--- config.mk ---
export PLATFORM = sky130hd
export DESIGN_NAME = instr_prefetch
export DESIGN_NICKNAME = d
export VERILOG_FILES = /design/src/rtl/cpu_pkg.sv /design/src/rtl/sync_fifo.sv /design/src/rtl/instr_prefetch.sv
export SDC_FILE = /design/constraint.sdc
export NUM_CORES = 1
export LEC_CHECK = 0
export ABC_AREA = 0
export CAP_MARGIN = 20
export CORE_MARGIN = 1
export CORE_UTILIZATION = 30
export DETAILED_ROUTE_END_ITERATION = 7
export PLACE_DENSITY = 0.45
export SETUP_SLACK_MARGIN = 0.02
export SLEW_MARGIN = 20
export SYNTH_ARGS = -nofsm -noshare
export SYNTH_HDL_FRONTEND = slang
export SYNTH_HIERARCHICAL = 1
export SYNTH_SLANG_ARGS = --single-unit
--- constraint.sdc ---
create_clock -name clk -period 6 [get_ports clk]
set_input_delay 0.9 -clock clk [delete_from_list [all_inputs] [get_ports clk]]
set_output_delay 0.9 -clock clk [all_outputs]
set_load 0.005 [all_outputs]
--- src/rtl/cpu_pkg.sv ---
// Shared CPU-wide constants and types: opcodes, ALU operations and the
// instruction-fetch geometry used by the prefetch queue.
package cpu_pkg;

    localparam int DEFAULT_DEPTH = 4;
    localparam int PC_INCR       = 4;
    localparam int IMEM_ADDR_HI  = 9;
    localparam int IMEM_ADDR_LO  = 2;
    localparam int IMEM_ADDR_W   = IMEM_ADDR_HI - IMEM_ADDR_LO + 1;

    typedef enum logic [6:0] {
        OP_LUI    = 7'b0110111,
        OP_AUIPC  = 7'b0010111,
        OP_JAL    = 7'b1101111,
        OP_JALR   = 7'b1100111,
        OP_BRANCH = 7'b1100011,
        OP_LOAD   = 7'b0000011,
        OP_STORE  = 7'b0100011,
        OP_IMM    = 7'b0010011,
        OP_REG    = 7'b0110011
    } opcode_e;

    typedef enum logic [3:0] {
        ALU_ADD  = 4'd0,
        ALU_SUB  = 4'd1,
        ALU_SLL  = 4'd2,
        ALU_SLT  = 4'd3,
        ALU_SLTU = 4'd4,
        ALU_XOR  = 4'd5,
        ALU_SRL  = 4'd6,
        ALU_SRA  = 4'd7,
        ALU_OR   = 4'd8,
        ALU_AND  = 4'd9
    } alu_op_e;

endpackage

--- src/rtl/sync_fifo.sv ---
// Synchronous FIFO with single-cycle flush; the head entry is always visible
// on rdata_o so the consumer sees it without a read strobe.
module sync_fifo
#(
    parameter int WIDTH = 64,
    parameter int DEPTH = 4
) (
    input  logic                   clk,
    input  logic                   rst,
    input  logic                   push_i,
    input  logic                   pop_i,
    input  logic                   flush_i,
    input  logic [WIDTH-1:0]       wdata_i,
    output logic [WIDTH-1:0]       rdata_o,
    output logic                   full_o,
    output logic                   empty_o,
    output logic [$clog2(DEPTH):0] count_o
);

    localparam int PTR_W = $clog2(DEPTH);
    localparam int CNT_W = PTR_W + 1;

    logic [WIDTH-1:0] mem_q [DEPTH];
    logic [PTR_W-1:0] wrPtr_q, wrPtr_d;
    logic [PTR_W-1:0] rdPtr_q, rdPtr_d;
    logic [CNT_W-1:0] count_q, count_d;
    logic             doPush;
    logic             doPop;

    assign empty_o = (count_q == '0);
    assign full_o  = (count_q == CNT_W'(DEPTH));
    assign count_o = count_q;
    assign rdata_o = mem_q[rdPtr_q];

    // A push into a full queue is accepted only when the head leaves that same cycle.
    assign doPop  = pop_i & ~empty_o & ~flush_i;
    assign doPush = push_i & (~full_o | doPop) & ~flush_i;

    always_comb begin
        wrPtr_d = wrPtr_q;
        rdPtr_d = rdPtr_q;
        count_d = count_q;
        if (flush_i) begin
            wrPtr_d = '0;
            rdPtr_d = '0;
            count_d = '0;
        end else begin
            if (doPush) begin
                wrPtr_d = wrPtr_q + PTR_W'(1);
            end
            if (doPop) begin
                rdPtr_d = rdPtr_q + PTR_W'(1);
            end
            count_d = count_q + CNT_W'(doPush) - CNT_W'(doPop);
        end
    end

    always_ff @(posedge clk or posedge rst) begin
        if (rst) begin
            wrPtr_q <= '0;
            rdPtr_q <= '0;
            count_q <= '0;
        end else begin
            wrPtr_q <= wrPtr_d;
            rdPtr_q <= rdPtr_d;
            count_q <= count_d;
        end
    end

    always_ff @(posedge clk) begin
        if (doPush) begin
            mem_q[wrPtr_q] <= wdata_i;
        end
    end

endmodule

--- src/rtl/instr_prefetch.sv ---
// Instruction prefetch unit: streams sequential instruction words into a small
// queue ahead of the decoder and restarts from a new target on a redirect.
module instr_prefetch
    import cpu_pkg::*;
#(
    parameter int WORD_SIZE = 32,
    parameter int DEPTH     = DEFAULT_DEPTH
) (
    input  logic                   clk,
    input  logic                   rst,
    output logic                   imem_req,
    output logic [IMEM_ADDR_W-1:0] imem_addr,
    input  logic [WORD_SIZE-1:0]   imem_rdata,
    output logic                   instr_valid,
    output logic [WORD_SIZE-1:0]   instr_out,
    output logic [WORD_SIZE-1:0]   instr_pc,
    input  logic                   instr_ready,
    input  logic                   redirect_valid,
    input  logic [WORD_SIZE-1:0]   redirect_pc,
    output logic [$clog2(DEPTH):0] occupancy
);

    localparam int CNT_W   = $clog2(DEPTH) + 1;
    localparam int SUM_W   = CNT_W + 1;
    localparam int ENTRY_W = 2 * WORD_SIZE;

    logic [WORD_SIZE-1:0] fetchPc_q, fetchPc_d;
    logic [WORD_SIZE-1:0] reqPc_q, reqPc_d;
    logic                 inflight_q, inflight_d;
    logic                 kill_q, kill_d;

    logic                 fifoPush;
    logic                 fifoPop;
    logic                 fifoEmpty;
    logic [CNT_W-1:0]     fifoCount;
    logic [ENTRY_W-1:0]   fifoRdata;
    logic [SUM_W-1:0]     reservedSlots;
    logic                 unusedFifoFull;
    logic                 unusedRedirectLsbs;

    assign unusedRedirectLsbs = ^redirect_pc[1:0];

    // Slots already promised to an outstanding response count as taken, so the queue can never overflow.
    assign reservedSlots = {1'b0, fifoCount} + SUM_W'(inflight_q);
    assign imem_req      = ~rst & ~redirect_valid & (reservedSlots < SUM_W'(DEPTH));
    assign imem_addr     = fetchPc_q[IMEM_ADDR_HI:IMEM_ADDR_LO];

    assign fifoPush = inflight_q & ~kill_q & ~redirect_valid;
    assign fifoPop  = instr_valid & instr_ready & ~redirect_valid;

    assign instr_valid = ~fifoEmpty;
    assign instr_out   = instr_valid ? fifoRdata[WORD_SIZE-1:0] : '0;
    assign instr_pc    = instr_valid ? fifoRdata[ENTRY_W-1:WORD_SIZE] : fetchPc_q;
    assign occupancy   = fifoCount;

    // A redirect wins over everything; kill guards against any response still owed to the old stream.
    always_comb begin
        fetchPc_d  = fetchPc_q;
        reqPc_d    = reqPc_q;
        inflight_d = imem_req;
        kill_d     = redirect_valid;
        if (redirect_valid) begin
            fetchPc_d = {redirect_pc[WORD_SIZE-1:2], 2'b00};
        end else if (imem_req) begin
            fetchPc_d = fetchPc_q + WORD_SIZE'(PC_INCR);
            reqPc_d   = fetchPc_q;
        end
    end

    always_ff @(posedge clk or posedge rst) begin
        if (rst) begin
            fetchPc_q  <= '0;
            reqPc_q    <= '0;
            inflight_q <= 1'b0;
            kill_q     <= 1'b0;
        end else begin
            fetchPc_q  <= fetchPc_d;
            reqPc_q    <= reqPc_d;
            inflight_q <= inflight_d;
            kill_q     <= kill_d;
        end
    end

    sync_fifo #(
        .WIDTH (ENTRY_W),
        .DEPTH (DEPTH)
    ) u_queue (
        .clk     (clk),
        .rst     (rst),
        .push_i  (fifoPush),
        .pop_i   (fifoPop),
        .flush_i (redirect_valid),
        .wdata_i ({reqPc_q, imem_rdata}),
        .rdata_o (fifoRdata),
        .full_o  (unusedFifoFull),
        .empty_o (fifoEmpty),
        .count_o (fifoCount)
    );

endmodule

## Yosys cells after proc, flatten, opt, wreduce, memory -nomap -nowiden

Memory sizes are Yosys's and may differ from the RTL's.
Index checks and enable logic that the tools add are counted.

- Bitwise logic cells: 16
- Add/subtract/negate cells: 6
- Reductions and logical operators: 5
- Magnitude comparators: 1
- Equal/unequal tests: 1
- Mux-type cells: 11

Operators by type and width:

| kind | count |
|---|---|
| two-way mux 32 bit | 4 |
| adder 32 x 3 -> 32 bit (second input constant) | 1 |
| bitwise AND 1 bit | 10 |
| two-way mux 2 bit | 4 |
| nonzero test 2 bit | 3 |
| inverter 1 bit | 5 |
| adder 2 x 1 -> 2 bit (second input constant) | 2 |
| adder 3 x 1 -> 4 bit | 1 |
| < comparator 4 x 3 -> 1 bit (second input constant) | 1 |
| adder 3 x 1 -> 3 bit | 1 |
| == test 3 bit (second input constant) | 1 |
| zero test 3 bit | 1 |
| two-way mux 3 bit | 1 |
| subtractor 3 x 1 -> 3 bit | 1 |
| two-way mux 1 bit | 2 |
| AND reduction 2 bit | 1 |
| bitwise OR 1 bit | 1 |

- Memories kept: 1
- Register bits: 73
- RAM bits: 256
- Output and inout port bits: 77

Memories:

| name | depth | width | read ports | clocked after Yosys merged registers in | write ports | RTL line | source |
|---|---|---|---|---|---|---|---|
| u_queue.mem_q | 4 | 64 | 1 | 0 | 1 | sync_fifo.sv:23 | `logic [WIDTH-1:0] mem_q [DEPTH];` |

## Logic depth before layout (Yosys ltp)

- Depth in word-level cells: 12
- Gate-level depth with buffers: 14

## By module

Netlist, hierarchy kept.

By module, submodules not included:

| module | instances | area each (µm²) | cells each |
|---|---|---|---|
| sync_fifo | 1 | 9731.8 | 382 |
| instr_prefetch | 1 | 3667.3 | 421 |

## Worst setup path after synthesis

No wires, ideal clock.

- Kind: input to register
- From: input port redirect_valid
- To: memory u_queue.mem_q[0][0], enable pin
- Setup slack: 1.845 ns
- Stages: 7
- Buffers on the path: 3
- Library setup time: 0.429 ns
- Arrival: 3.727 ns
- Data required time: 5.571 ns
- Cell sequence: buf_6 > clkbuf_1 > clkbuf_1 > nor3b_1 > nor4b_4 > nor3b_2 > and2_1

- Longest elaborated chain between the ends: 9
- Elaborated cells on any way between the ends: 10

RTL lines:

| item | RTL line | source |
|---|---|---|
| from (decl) | instr_prefetch.sv:18 | `input logic redirect_valid,` |
| inverter 1 bit (no line) | n/a |  |
| bitwise AND 1 bit | instr_prefetch.sv:49 | `assign fifoPop = instr_valid & instr_ready & ~redirect_valid;` |
| via fifoPop | instr_prefetch.sv:33 | `logic fifoPop;` |
| bitwise AND 1 bit (2 in a row) | sync_fifo.sv:36 | `assign doPop = pop_i & ~empty_o & ~flush_i;` |
| bitwise OR 1 bit | sync_fifo.sv:37 | `assign doPush = push_i & (~full_o \| doPop) & ~flush_i;` |
| bitwise AND 1 bit (2 in a row) | sync_fifo.sv:37 |  |
| two-way mux 1 bit | sync_fifo.sv:71 | `if (doPush) begin` |
| two-way mux 1 bit (implied by the code) | sync_fifo.sv:72 | `mem_q[wrPtr_q] <= wdata_i;` |
| to (decl) | sync_fifo.sv:23 |  |

The timed path passes the listed nets, and every way through them passes these cells.

## Worst setup path in the final report

- From: register u_queue.rdPtr_q[0]
- To: output port instr_out[10]

- Longest elaborated chain between the ends: 2

RTL lines:

| item | RTL line | source |
|---|---|---|
| from (decl) | sync_fifo.sv:25 | `logic [PTR_W-1:0] rdPtr_q, rdPtr_d;` |
| from (signal assigned) | sync_fifo.sv:65 | `rdPtr_q <= rdPtr_d;` |
| memory read (4 x 64 bit) | n/a |  |
| via fifoRdata[10] | instr_prefetch.sv:36 | `logic [ENTRY_W-1:0] fifoRdata;` |
| two-way mux 32 bit | instr_prefetch.sv:52 | `assign instr_out = instr_valid ? fifoRdata[WORD_SIZE-1:0] : '0;` |
| to (decl) | instr_prefetch.sv:15 | `output logic [WORD_SIZE-1:0] instr_out,` |

The timed path passes the listed nets, and every way through them passes these cells.

==> impl_table.tex <==
\begin{tabular}{lr}
\hline
Metric & Value \\
\hline
\multicolumn{2}{l}{\textbf{Drt}} \\
\quad Violation count after the first detailed-route iteration & 287 \\
\quad Number of optimization iterations in the first detailed-route pass & 4 \\
\quad Vias & 7335 \\
\quad Via density per instance & 4.65 \\
\quad Count of nets left with antenna violations after detail routing & 0 \\
\quad Average wire length per cell after detail routing & 20.6 µm \\
\quad DRC violations left & 0 \\
\quad Total length of routed wires & 32500 µm \\
\multicolumn{2}{l}{\textbf{STA}} \\
\quad Hold violation count in the final report & 0 \\
\quad Largest clock skew in the final design & 0.0212 ns \\
\quad Actual transition at the worst max-transition pin & 0.994 ns \\
\quad Setup repair after global routing missed its margin & no \\
\quad Final cycle utilization of the critical path & 0.690 \\
\quad Setup total negative slack & 0 ns \\
\quad Hold slack & 0.510 ns \\
\quad Final setup fails & 0 \\
\quad Fmax & 0.242 GHz \\
\quad Number of max-slew violations in the final report & 0 \\
\quad Relative slew slack & 0.337 \\
\quad Final Critical Period & 4.14 ns \\
\multicolumn{2}{l}{\textbf{Placement}} \\
\quad Final weighted congestion in routability-driven placement & 0.713 \\
\quad Quantity of I/O buffers inserted on ports & 142 \\
\quad HPWL after DPL & 18900 µm \\
\multicolumn{2}{l}{\textbf{Clocking}} \\
\quad Number of buffers added for setup after CTS & 0 \\
\quad CTS clk-pin slew, worst paths & 0.06 ns \\
\quad Depth of the CTS H-tree & 2 \\
\quad Worst-Skew Late Latency & 0.54 ns \\
\quad \# hold bufs at CTS & 0 \\
\quad Count of instances resized after the clock tree is built & 0 \\
\quad Maximum number of buffers from clock root to sink & 3 \\
\quad CTS tree & built \\
\quad Count of clock tree sinks & 325 \\
\quad Root Buffer Master & clkbuf\_16 \\
\quad TritonCTS Buffers & 38 \\
\multicolumn{2}{l}{\textbf{Worst setup path}} \\
\quad CP Launch Type & register \\
\quad Worst Path Class, Setup & register to output port \\
\quad Data required time at the worst endpoint & 5.10 ns \\
\quad Critical Path AT & 3.24 ns \\
\quad Critical path fanouts, max & 30 \\
\quad Worst setup EP type & output port \\
\multicolumn{2}{l}{\textbf{Power}} \\
\quad Net switching component of the power & 1.09 mW \\
\quad Leakage dissipation & 5.64 nW \\
\quad Switching part of the total & 0.216 \\
\quad Portion of total power attributed to sequential cells & 0.517 \\
\quad Clock share of power & 0.425 \\
\quad Design internal power & 3.95 mW \\
\quad Largest voltage drop on the vdd net & 0.000163 V \\
\quad Total power density per cell area & 304 nW/µm² \\
\quad Power share of the combinational group & 0.058 \\
\multicolumn{2}{l}{\textbf{GRT}} \\
\quad Largest net degree at the start of global routing & 66 \\
\quad GRT Resource Usage Total & 0.148 \\
\quad Total congestion overflow & 0 \\
\quad Number of global-route vias before repair & 7632 \\
\quad Antenna violations before repair & 0 \\
\quad Wire length of the first global-routing pass & 48900 µm \\
\multicolumn{2}{l}{\textbf{Die}} \\
\quad Standard-cell row count & 77 \\
\quad Die ar. & 45500 µm² \\
\quad Die W & 213 µm \\
\quad Boundary pin count & 145 \\
\quad Die boundary height & 213 µm \\
\quad Initial Utilization & 0.303 \\
\quad Core region area & 44100 µm² \\
\multicolumn{2}{l}{\textbf{Layout}} \\
\quad Commonest non-fill, non-tap cells in the layout & edfxtp\_1 (256), clkdlybuf4s50\_1 (141), nand2\_1 (111) \\
\quad Fraction of layout cells with a size suffix above 1 & 0.176 \\
\quad Relative area change from synthesis to final layout & 23.7\% \\
\quad Most common cell after layout, fill and taps aside & edfxtp\_1 \\
\quad Layout fillers & 4212 \\
\quad Count of inserted antenna diode cells & 0 \\
\quad Final \#Nets & 1034 \\
\multicolumn{2}{l}{\textbf{Synthesis}} \\
\quad Syn Area/Cell & 16.7 µm² \\
\quad Gate count after technology mapping & 802 \\
\quad Post-synthesis instance area & 13400 µm² \\
\quad Yosys warns & 6 \\
\multicolumn{2}{l}{\textbf{Status}} \\
\quad Result of the run & complete, no violations \\
\multicolumn{2}{l}{\textbf{Min path}} \\
\quad Hold crit path type & register to register \\
\multicolumn{2}{l}{\textbf{Flow run}} \\
\quad Max-capacitance violation count & 0 \\
\hline
\end{tabular}
==> sequential cells by signal (all words and copies together), names as in the netlist <==
| signal | cells |
|---|---|
| u_queue/mem_q | 256 |
| fetchPc_q | 30 |
| reqPc_q | 30 |
| kill_q | 1 |
| inflight_q | 1 |
| u_queue/rdPtr_q | 2 |
| u_queue/count_o | 3 |
| u_queue/wrPtr_q | 2 |
==> worst paths after layout <==
path | endpoint | depth (start not counted) | slack (ns) | from
max | instr_out[10] | 4 | 1.86 | u_queue/rdPtr_q[0]
min | u_queue/mem_q[1][37] | 0 | 0.51 | reqPc_q[5]
max reg2reg | u_queue/mem_q[0][41] | 6 | 2.93 | u_queue/count_o[1]
min reg2reg | u_queue/mem_q[1][37] | 0 | 0.51 | reqPc_q[5]
max in group asynchronous | reqPc_q[25] | 3 | 4.29 | rst
min in group asynchronous | inflight_q | 2 | 0.64 | rst
==> power groups by stage <==
stage,combinational (mW),clock [mW],sequential [mW]
after floorplan,0.147,0,2.62
after global placement,0.300,0,2.65
after detailed placement,0.300,0,2.65
after CTS,0.302,2.22,2.61
after global routing,0.329,2.30,2.62
final,0.295,2.14,2.61
==> critical path, stage by stage (launching register included) <==
cell	delay, ns
dfrtp_4	0.91
buf_4	0.55
mux4_2	0.56
nor2b_1	0.16
clkdlybuf4s50_1	0.49
==> per-stage QoR <==
step | cells | worst slack (ns) | utilization | instance area (µm²) | total power, mW
3_5_place_dp | 1510 | 2.05 | 0.350 | 15400 | 2.95
5_1_grt | 1576 | 1.57 | 0.375 | 16600 | 5.24
3_3_place_gp | 1510 | 2.06 | 0.350 | 15400 | 2.95
6_report | 1576 | 1.86 | 0.375 | 16600 | 5.04
2_1_floorplan | 809 | 1.84 | - | 13400 | 2.76
4_1_cts | 1576 | 1.70 | 0.375 | 16600 | 5.13
==> layer usage <==
metal,part of all wire,vias to the layer above,track usage
li1,-,3387,-
met1,0.46,3730,0.209
met2,0.46,169,0.229
met3,0.051,49,0.0281
met4,0.021,0,0.0473
met5,0,-,0
==> layout make-up <==
| type | instances | area (µm²) | share of cell area |
|---|---|---|---|
| Clock buffer | 57 | 1070 | 0.0648 |
| Clock inverter | 9 | 66.3 | 0.00400 |
| Sequential cell | 325 | 9420 | 0.569 |
| Timing Repair Buffer | 158 | 1550 | 0.0935 |
| Tap cell | 592 | 741 | 0.0447 |
| Multi-Input combinational cell | 423 | 3670 | 0.221 |
| Inverter | 12 | 50.0 | 0.00302 |
Note: power is estimated with default switching activity, not from simulation.
==> edit (same flow settings) <==
Change the package constant `IMEM_ADDR_HI` from 9 to 11.
--- a/src/rtl/cpu_pkg.sv
+++ b/src/rtl/cpu_pkg.sv
@@ -5,5 +5,5 @@
     localparam int DEFAULT_DEPTH = 4;
     localparam int PC_INCR       = 4;
-    localparam int IMEM_ADDR_HI  = 9;
+    localparam int IMEM_ADDR_HI  = 11;
     localparam int IMEM_ADDR_LO  = 2;
     localparam int IMEM_ADDR_W   = IMEM_ADDR_HI - IMEM_ADDR_LO + 1;
Ports: changed (resized imem_addr); port bits go from 145 to 147. No check against the original RTL was run, so the function may have changed too.
==> edit against the unedited design <==
  * Total power grew 1.7%
  * Count of clock-buffer cells in the layout shrank 5
  * Maximum frequency grew 1.0%
  * Wire length grew 1.3%
  * Critical path type unchanged
  * Worst setup slack gained 0.043 ns
  * Sequential cell count is the same
  * First-iteration DRC count grew 64%
  * Area after synthesis grew 0.11%
  * Die area grew 0.11%
  * Sequential share of layout area shrank 0.35 points
  * Cell area grew 0.61%
  * Global-route usage grew 0.26 points
==> edit: results (changes against the unedited design) <==
| Metric | Value |
|---|---|
| Status | `finished, final reports clean (unchanged)` |
| Initial antenna violation count | `1 (was 0)` |
| Global-route wire length before repair | `50100 um (was 48900 um)` |
| YS warnings | `6 (unchanged)` |
| Inst Count DP | `1512 (was 1510)` |
| # port buffers | `144 (was 142)` |
| Worst skew pair latency | `between 0.5 and 0.6 ns` |
| WP data arrival | `3.19 ns (was 3.24 ns)` |
| Clock root cell | `clkbuf_16 (unchanged)` |
| Share of layout cells above drive strength 1 | `18.0% (was 17.6%)` |
| DRT iter0 DRCs | `471 (was 287)` |
| Gr usage total | `15.0% (was 14.8%)` |
| Dpl hpwl | `19500 um (was 18900 um)` |
| Final WL | `32900 um (was 32500 um)` |
| Crit path max fanout | `35 (was 30)` |
| Antenna diode count | `0 (unchanged)` |
| Worst-margin pin slew | `0.993 ns (was 0.994 ns)` |
| Number of global-route vias before repair | `7795 (was 7632)` |
| Avg Cell Area, Syn | `16.7 um^2 (about the same)` |
| Fillers | `4216 (was 4212)` |
| Routability cong. | `0.700 (was 0.713)` |
| Layout Nets | `1036 (was 1034)` |
| Worst VDD drop | `0.000179 V (was 0.000163 V)` |
| Final non-filler cell total | `1580 (was 1576)` |
| Detailed Routing Iterations Pass 1 | `5 (was 4)` |
| Setup Skew | `0.0120 ns (was 0.0212 ns)` |
| Hold Path Class | `reg -> reg (unchanged)` |
| HP Start | `reqPc_q[6] (was reqPc_q[5])` |
| Clk slew on worst S/H paths | `0.06 ns (about the same)` |
| Mean number of vias per cell | `4.68 (was 4.65)` |
| Leak | `5.68 nW (was 5.64 nW)` |
## edit: power breakdown
part           internal (mW)  switching [mW]
clock network           1.35           0.875
registers               2.52          0.0863
logic                  0.163           0.137
total                   4.03            1.10
## edit: final timing paths
kind                                         to  slack (ns)  cells past startpoint
setup reg to reg            u_queue/mem_q[3][3]        2.96                      6
max in group asynchronous           reqPc_q[26]        4.27                      3
min in group asynchronous           reqPc_q[10]        0.67                      2
hold / removal             u_queue/mem_q[2][38]        0.51                      0
hold reg to reg            u_queue/mem_q[2][38]        0.51                      0
setup / recovery                    instr_pc[5]        1.91                      4
## edit: routing by layer
layer	vias to the layer above	share of wire [%]	global-route usage, %
li1	3392	-	-
met1	3758	46	21.1
met3	51	4.5	3.02
met5	-	0.040	0
met4	2	1.9	4.14
met2	185	47	23.7
## edit: through the flow
stage | worst slack [ns] | cell area (um^2) | utilization, %
after global routing | 1.68 | 16700 | 37.8
after CTS | 1.79 | 16700 | 37.8
after global placement | 2.02 | 15500 | 35.0
final | 1.91 | 16700 | 37.8
after detailed placement | 2.02 | 15500 | 35.0
after floorplan | 1.84 | 13400 | -
## edit: cell type report
type	count	area share (%)
Clock inverter	16	0.728
Multi-Input combinational cell	423	22.0
Sequential cell	325	56.5
Clock buffer	52	6.52
Tap cell	592	4.44
Timing Repair Buffer	160	9.49
Inverter	12	0.300
## edit: worst max-delay path: stages, from the launching register on
cell,delay [ns]
dfrtp_4,0.93
buf_12,0.38
mux4_2,0.54
mux2_2,0.27
clkdlybuf4s50_1,0.50
